<file path="src/rtl/axis_latency_monitor.sv">
// AXI-Stream sink that checks packet routing/sequence, counts packets per source
// and keeps head-beat latency statistics, with LFSR-driven backpressure.
module axis_latency_monitor #(
   parameter int TDATA_WIDTH = 32,
   parameter int TDEST_WIDTH = 2,
   parameter int TID_WIDTH   = 2,
   parameter int TDEST       = 0,
   parameter int COUNT_WIDTH = 16,
   parameter int SUM_WIDTH   = 32,
   parameter logic [15:0] READY_SEED = 16'hACE1
) (
   input  logic                                          clk,
   input  logic                                          rst_n,
   input  logic [TDATA_WIDTH/2-1:0]                      ticks,
   input  logic                                          enable,
   input  logic [7:0]                                    stall_threshold,
   input  logic                                          axis_in_tvalid,
   output logic                                          axis_in_tready,
   input  logic [TDATA_WIDTH-1:0]                        axis_in_tdata,
   input  logic                                          axis_in_tlast,
   input  logic [TID_WIDTH-1:0]                          axis_in_tid,
   input  logic [TDEST_WIDTH-1:0]                        axis_in_tdest,
   output logic [2**TID_WIDTH-1:0][COUNT_WIDTH-1:0]      recv_packets,
   output logic [TDATA_WIDTH/2-1:0]                      lat_min,
   output logic [TDATA_WIDTH/2-1:0]                      lat_max,
   output logic [SUM_WIDTH-1:0]                          lat_sum,
   output logic                                          error,
   output logic [1:0]                                    error_code
);

   localparam int TW = TDATA_WIDTH / 2;
   localparam logic [TDEST_WIDTH-1:0] OWN_DEST = TDEST_WIDTH'(TDEST);

   typedef enum logic {HEAD, BODY} state_t;

   state_t                                  state;
   logic [15:0]                             lfsr;
   logic [TID_WIDTH-1:0]                    cur_tid;
   logic [2**TID_WIDTH-1:0][COUNT_WIDTH-1:0] expected_seq;

   logic                   accept;
   logic                   head_accept;
   logic [TW-1:0]          head_ts;
   logic [COUNT_WIDTH-1:0] head_seq;
   logic [TW-1:0]          head_lat;
   logic                   dest_bad;
   logic                   seq_bad;
   logic                   tid_bad;
   logic [SUM_WIDTH:0]     sum_ext;
   logic                   lfsr_fb;

   assign accept      = axis_in_tvalid && axis_in_tready;
   assign head_accept = accept && (state == HEAD);
   assign head_ts     = axis_in_tdata[TW-1:0];
   assign head_seq    = axis_in_tdata[TW +: COUNT_WIDTH];
   // Modular subtraction keeps latency correct across a ticks wrap.
   assign head_lat    = ticks - head_ts;
   assign dest_bad    = head_accept && (axis_in_tdest != OWN_DEST);
   assign seq_bad     = head_accept && (head_seq != expected_seq[axis_in_tid]);
   assign tid_bad     = accept && (state == BODY) && (axis_in_tid != cur_tid);
   assign sum_ext     = {1'b0, lat_sum} + {{(SUM_WIDTH + 1 - TW){1'b0}}, head_lat};
   assign lfsr_fb     = lfsr[15] ^ lfsr[13] ^ lfsr[12] ^ lfsr[10];

   always_ff @(posedge clk) begin
      if (!rst_n) begin
         state          <= HEAD;
         lfsr           <= READY_SEED;
         axis_in_tready <= 1'b0;
         cur_tid        <= '0;
         expected_seq   <= '0;
         recv_packets   <= '0;
         lat_min        <= '1;
         lat_max        <= '0;
         lat_sum        <= '0;
         error          <= 1'b0;
         error_code     <= 2'd0;
      end else begin
         lfsr           <= {lfsr[14:0], lfsr_fb};
         axis_in_tready <= enable && (lfsr[7:0] >= stall_threshold);

         if (accept) begin
            case (state)
               HEAD: begin
                  if (!axis_in_tlast) begin
                     state   <= BODY;
                     cur_tid <= axis_in_tid;
                  end
                  // Resynchronise to whatever arrived so one gap reports once.
                  expected_seq[axis_in_tid] <= head_seq + COUNT_WIDTH'(1);
                  if (head_lat < lat_min) lat_min <= head_lat;
                  if (head_lat > lat_max) lat_max <= head_lat;
                  lat_sum <= sum_ext[SUM_WIDTH] ? '1 : sum_ext[SUM_WIDTH-1:0];
               end
               BODY: begin
                  if (axis_in_tlast) state <= HEAD;
               end
               default: state <= HEAD;
            endcase
            if (axis_in_tlast)
               recv_packets[axis_in_tid] <= recv_packets[axis_in_tid] + COUNT_WIDTH'(1);
         end

         // Only the first fault is recorded; tdest outranks sequence.
         if (!error && (dest_bad || seq_bad || tid_bad)) begin
            error      <= 1'b1;
            error_code <= dest_bad ? 2'd1 : (seq_bad ? 2'd2 : 2'd3);
         end
      end
   end

endmodule

</file>
<file path="config.mk">
export PLATFORM = sky130hd
export DESIGN_NAME = axis_latency_monitor
export DESIGN_NICKNAME = d
export VERILOG_FILES = /design/src/rtl/axis_latency_monitor.sv
export SDC_FILE = /design/constraint.sdc
export NUM_CORES = 1
export LEC_CHECK = 0
export CAP_MARGIN = 10
export CORE_ASPECT_RATIO = 1.25
export CORE_MARGIN = 8
export CORE_UTILIZATION = 48
export CTS_CLUSTER_SIZE = 8
export DETAILED_ROUTE_END_ITERATION = 8
export GPL_ROUTABILITY_DRIVEN = 0
export GPL_TIMING_DRIVEN = 0
export PLACE_DENSITY_LB_ADDON = 0.1
export REMOVE_ABC_BUFFERS = 1
export SLEW_MARGIN = 20
export SYNTH_ARGS = -nofsm -noshare
export SYNTH_HDL_FRONTEND = slang
export SYNTH_SLANG_ARGS = --single-unit
</file>
<file path="constraint.sdc">
create_clock -name clk -period 4.18 [get_ports clk]
set_clock_uncertainty 0.05 [all_clocks]
set_input_delay 0.418 -clock clk [delete_from_list [all_inputs] [get_ports clk]]
set_output_delay 0.418 -clock clk [all_outputs]
set_load 0.05 [all_outputs]
</file>
* Yosys cells after proc, flatten, opt, wreduce, memory -nomap -nowiden
Index checks and enable logic that the tools add are counted.
W data, S select, Z words.
** Storage, ports and cells
- Flip-flop bits (word level) :: 215
- Bits of input ports :: 65
- Output and inout port bits :: 132
- Word-level logic and storage cells :: 63
** Cells by class
- Add/subtract/negate cells :: 4
- Magnitude comparators :: 5
- Eq/ne operators :: 2
- Multiplexer cells :: 12
- Bitwise gates (word level) :: 5
- Reduce and logical (&&, ||, !) cells :: 18
** Operators with widths (count)
- $bwmux W64 :: 2
- $bmux W16 S2 :: 2
- $mux W16 :: 3
- $add A32 B16 Y33 :: 1
- $add A16 B1 Y16 const B :: 2
- $demux W16 S2 :: 1
- $mux W32 :: 1
- $gt A16 B16 Y1 :: 1
- $lt A16 B16 Y1 :: 1
- $ne A16 B16 Y1 :: 1
- $sub A16 B16 Y16 :: 1
- $logic_and A1 B1 Y1 :: 9
- $reduce_and A3 Y1 :: 3
- $ge A8 B8 Y1 :: 1
- $reduce_and A2 Y1 :: 2
- $lt A2 B3 Y1 const B :: 1
- $xor A1 B1 Y1 :: 3
- $ge A2 B1 Y1 const B :: 1
- $logic_or A1 B1 Y1 :: 2
- $mux W1 :: 2
- $mux W2 :: 1
- $ne A2 B2 Y1 :: 1
- $not A1 Y1 :: 2
- $reduce_bool A2 Y1 :: 1
- $logic_not A1 Y1 :: 1

* Depth between registers and ports, before layout
- Depth after elaboration :: 7
- Depth in mapped cells :: 21
- Depth with buffers taken out :: 19

* Worst setup path after synthesis
OpenSTA, ideal clock, no wires.
- Kind :: input to register
- From :: in ticks[0]
- To :: reg lat_max[14]
- Library setup time :: 128 ps
- Data arrival time :: 4143 ps
- Required time :: 4002 ps
- Slack :: -141 ps
- Cell stages on the path :: 20
- Buffers on the path :: 2
- Path through :: inv_1 > ha_1 > inv_1 > fa_1 > a211oi_1 > o21bai_1 > a311o_1 > a31o_2 > a21oi_1 > xnor2_1 > ha_1 > nand4_1 > nor2_1 > a221oi_1 > o211ai_1 > o311ai_0 > buf_2 > buf_2 > mux2i_1 > nor2_1
** Between the ends
- Cells in the longest elaborated chain, start to end :: 3
** Ends and longest elaborated chain
- start, declared :: RTL line 14 : input logic [TDATA_WIDTH/2-1:0] ticks,
- $sub A16 B16 Y16 * :: RTL line 57 : assign head_lat = ticks - head_ts;
- net head_lat[14] :: RTL line 45 : logic [TW-1:0] head_lat;
- $gt A16 B16 Y1 :: RTL line 91 : if (head_lat > lat_max) lat_max <= head_lat;
- $reduce_and A3 Y1 (no line)
- end signal, assigned :: RTL line 91
- end, declared :: RTL line 25 : output logic [TDATA_WIDTH/2-1:0] lat_max,
Mark *: on every way through the listed nets, which the timed path passes. The rest lies on a longest branch.
A chain may end at the register's enable or synchronous reset.

* Worst setup path in the final report
- From :: in axis_in_tdata[0]
- To :: reg lat_max[4]
** Between the ends
- Cells in the longest elaborated chain, start to end :: 3
** Ends and longest elaborated chain
- start, declared :: RTL line 19 : input logic [TDATA_WIDTH-1:0] axis_in_tdata,
- $sub A16 B16 Y16 :: RTL line 57
- net head_lat[14] :: RTL line 45
- $gt A16 B16 Y1 :: RTL line 91
- $reduce_and A3 Y1 (no line)
The timed path passes the listed nets, and every way through them passes these cells.

==> flow_summary.json <==
{
  "critPathSlowestCell": "a311o_1",
  "die_x_um": 152,
  "gr-total-overflow": 0,
  "ys_seq_elements": 215,
  "vias": 9426,
  "final_cell_count_no_fill": 1712,
  "ir_drop_mv": 0.316,
  "dp_hpwl_mm": 20.8,
  "place_inst": 1659,
  "numClockSinks": 215,
  "cpPeakStageDelay_ns": 0.38,
  "dieArea_sq_um": 28300,
  "holdBufCountCts": 0,
  "hold_viol": 0,
  "insertion_delay_ns": 0.54,
  "wl_mm": 29.6,
  "status": "finished clean",
  "layout_common_cells": "dfxtp_1 (215), clkdlybuf4s50_1 (183), nor2_1 (175)",
  "worstPathArrival_ns": 4.39,
  "crit_path_start_kind": "input port",
  "core_sq_um": 22900,
  "cts_root_buf": "clkbuf_16",
  "synth_top_family_by_area": "compound AO/OA/AOI/OAI gates",
  "synth_compound_area_share_pct": 18.1,
  "drive_above_1_share_pct": 10.8,
  "grt_pass1_wl_mm": 47.5,
  "io_pins": 197,
  "post-route-drc-count": 0,
  "syn_area_sq_um": 11100,
  "maxCapViolations": 0,
  "worstMarginPinSlew_ns": 0.913,
  "postLayoutSetupSlackWorst_ns": 0.164,
  "numCtsBuffers": 30,
  "cp_cell_sequence": "dlygate4sd2_1 > ha_4 > inv_2 > fa_2 > a211oi_2 > o21bai_1 > a311o_1 > a31o_2 > a21oi_4 > xnor2_4 > ha_4 > nand4_1 > nor2_2 > nand2_2 > a211o_1 > o211ai_1 > o311ai_4 > buf_4 > buf_4 > mux2i_1 > nor2_1",
  "yosys.area_share.simple_pct": 15.1,
  "synth_fa_ha_area_share_pct": 8.47,
  "fmax_ghz": 0.249,
  "finalSetupViolCount": 0,
  "drt-initial-drc-count": 511,
  "grt_max_degree": 138,
  "fin_crit_sh_pct": 96.1,
  "antenna_found_initial": 0,
  "start_util_pct": 48.6,
  "power.total_mw": 5.24,
  "nFillCells": 1939,
  "htree_num_levels": 1,
  "synth_edf_count": 0,
  "p_leak_nw": 5.69,
  "async_reset_ff_share_pct": 0,
  "critPathKind": "input port to flop",
  "vias_per_cell": 5.51,
  "clock_path_buffers": 3,
  "postSynthAreaPerCell_sq_um": 9.04,
  "hold_slack_ns": 0.207,
  "hp-class": "input port to flop",
  "drt_pass1_iterations": 5,
  "grt_pass1_vias": 9240,
  "cts.clk_slew.worst_paths_ns": 0.05,
  "grt_usage_pct": 20.2,
  "synthCells": 1229,
  "multiInputGateArea_sq_um": 6620,
  "r2r_cells": 10,
  "layout.area.seq_sq_um": 4300,
  "nNetsFinal": 1563,
  "ys.flop_type": "dfxtp_1",
  "crit_family": "compound AO/OA/AOI/OAI gates",
  "synth-warning-count": 0,
  "maxSlewHeadroom_pct": 39.1,
  "required_ns": 4.56,
  "wl_per_cell_um": 17.3,
  "syn2layout_area_growth_pct": 31.7,
  "finalMaxSlewViolations": 0,
  "powerDensity_nw_per_um2": 358,
  "critPathMaxFanout": 4,
  "synthDistinctLibCells": 55,
  "die_h_um": 186,
  "synthXorXnorAreaFrac_pct": 6.31,
  "regToRegSetupSlack_ns": 1.34,
  "synthMuxAreaShare_pct": 8.54,
  "rows": 62,
  "place_ws_ns": -1.35,
  "final_common_cell": "dfxtp_1",
  "min_path_cells": 2,
  "num_antenna_cells": 0,
  "cts_tree": "built",
  "crit_buf_inv": 4,
  "period_minus_slack_ns": 4.02,
  "endpoint_kind": "flop",
  "postRouteAntennaNets": 0,
  "io_buffers": 196,
  "utilization_pct": 64.0,
  "path_depth": 21,
  "ys_seq_area_share_pct": 38.7
}
==> sequential cells by signal, indices dropped and copies added (netlist names) <==
signal,cells
lat_min,16
error_code,2
lat_max,16
expected_seq,64
lat_sum,32
error,1
lfsr,16
recv_packets,64
cur_tid,2
axis_in_tready,1
state,1
==> cell usage after synthesis (2+ instances only) <==
master | instances | area share [%]
dfxtp_1 | 215 | 39
nor2_1 | 184 | 6.2
a211oi_1 | 111 | 7.5
ha_1 | 72 | 8.1
inv_1 | 66 | 2.2
nand2_1 | 66 | 2.2
a21oi_1 | 62 | 2.8
clkbuf_1 | 51 | 1.7
o21ai_0 | 46 | 2.1
xor2_1 | 41 | 3.2
xnor2_1 | 39 | 3.1
mux4_2 | 31 | 6.3
mux2i_1 | 25 | 2.3
a21o_1 | 21 | 1.4
nand3_1 | 18 | 0.81
o211ai_1 | 18 | 1.2
nand4_1 | 16 | 0.90
nor3_1 | 16 | 0.72
and2_1 | 14 | 0.79
and3_1 | 14 | 0.79
nand2b_1 | 11 | 0.62
a31oi_1 | 8 | 0.45
and4_1 | 7 | 0.55
buf_2 | 7 | 0.32
or3_1 | 7 | 0.39
nor2b_1 | 6 | 0.34
o21a_1 | 6 | 0.41
o21bai_1 | 5 | 0.34
buf_1 | 4 | 0.14
or2_2 | 4 | 0.23
a311oi_1 | 3 | 0.24
a31o_2 | 3 | 0.24
nor4_1 | 3 | 0.17
o21ai_1 | 3 | 0.14
a221oi_1 | 2 | 0.16
buf_4 | 2 | 0.14
buf_6 | 2 | 0.20
fa_1 | 2 | 0.36
nor3b_1 | 2 | 0.14
==> power by group <==
group	internal (mW)	switching, mW	leakage [nW]
logic	0.434	0.586	3.56
registers	2.10	0.0319	1.74
clock network	1.26	0.833	0.382
total	3.79	1.45	5.69
==> metal layers <==
layer / vias up / global-route usage, % / share of wire [%]
li1: 4785 / - / -
met1: 4410 / 25.1 / 45
met2: 194 / 35.5 / 48
met3: 37 / 4.07 / 5.2
met4: 0 / 4.89 / 1.6
met5: - / 0 / 0
==> cell type report <==
class                      count  area share [%]
timing repair buffer         228            15.8
tap                          288            2.46
clock inverter                 1           0.205
multi-input combinational    883            45.2
clock buffer                  31            5.15
inverter                      66            1.74
sequential                   215            29.4
==> stage by stage <==
step	instance area (sq um)	TNS, ns
6_report	14600	0
5_1_grt	14600	-0.0599
4_1_cts	14400	0
3_5_place_dp	13400	-58.10
3_3_place_gp	13200	-484.89
2_1_floorplan	10800	-42.56
==> cells by family (layout without fill, tap and decap cells) <==
kind of cell,after synthesis,in the layout
and+or+nand+nor,370,370
AOI/OAI and AO/OA,302,303
DFF,215,215
buffers and inverters,132,326
xor gates and xnor gates,80,80
adders and majority gates,74,74
muxes,56,56
==> worst register-to-register path, delay by kind of cell (launching register included) <==
family	cells	cell delay, ns
compound gates	4	1.02
simple gates	3	0.45
flops	1	0.32
fa+ha+maj	2	0.67
buf+inv	1	0.21
==> repair_timing <==
action	4_1_cts	5_1_grt
endpoints found under the setup margin	62	47
gates resized for setup	23	36
setup buffers	11	9
pin swaps	21	27
cloned	1	0
==> path summary, 6_finish.rpt <==
check | endpoint | startpoint
setup / recovery | lat_max[4] | axis_in_tdata[0]
hold / removal | lat_min[0] | rst_n
setup reg to reg | lat_sum[6] | lat_sum[0]
hold reg to reg | lfsr[15] | lfsr[14]
Power figures use the tool's default switching activity.
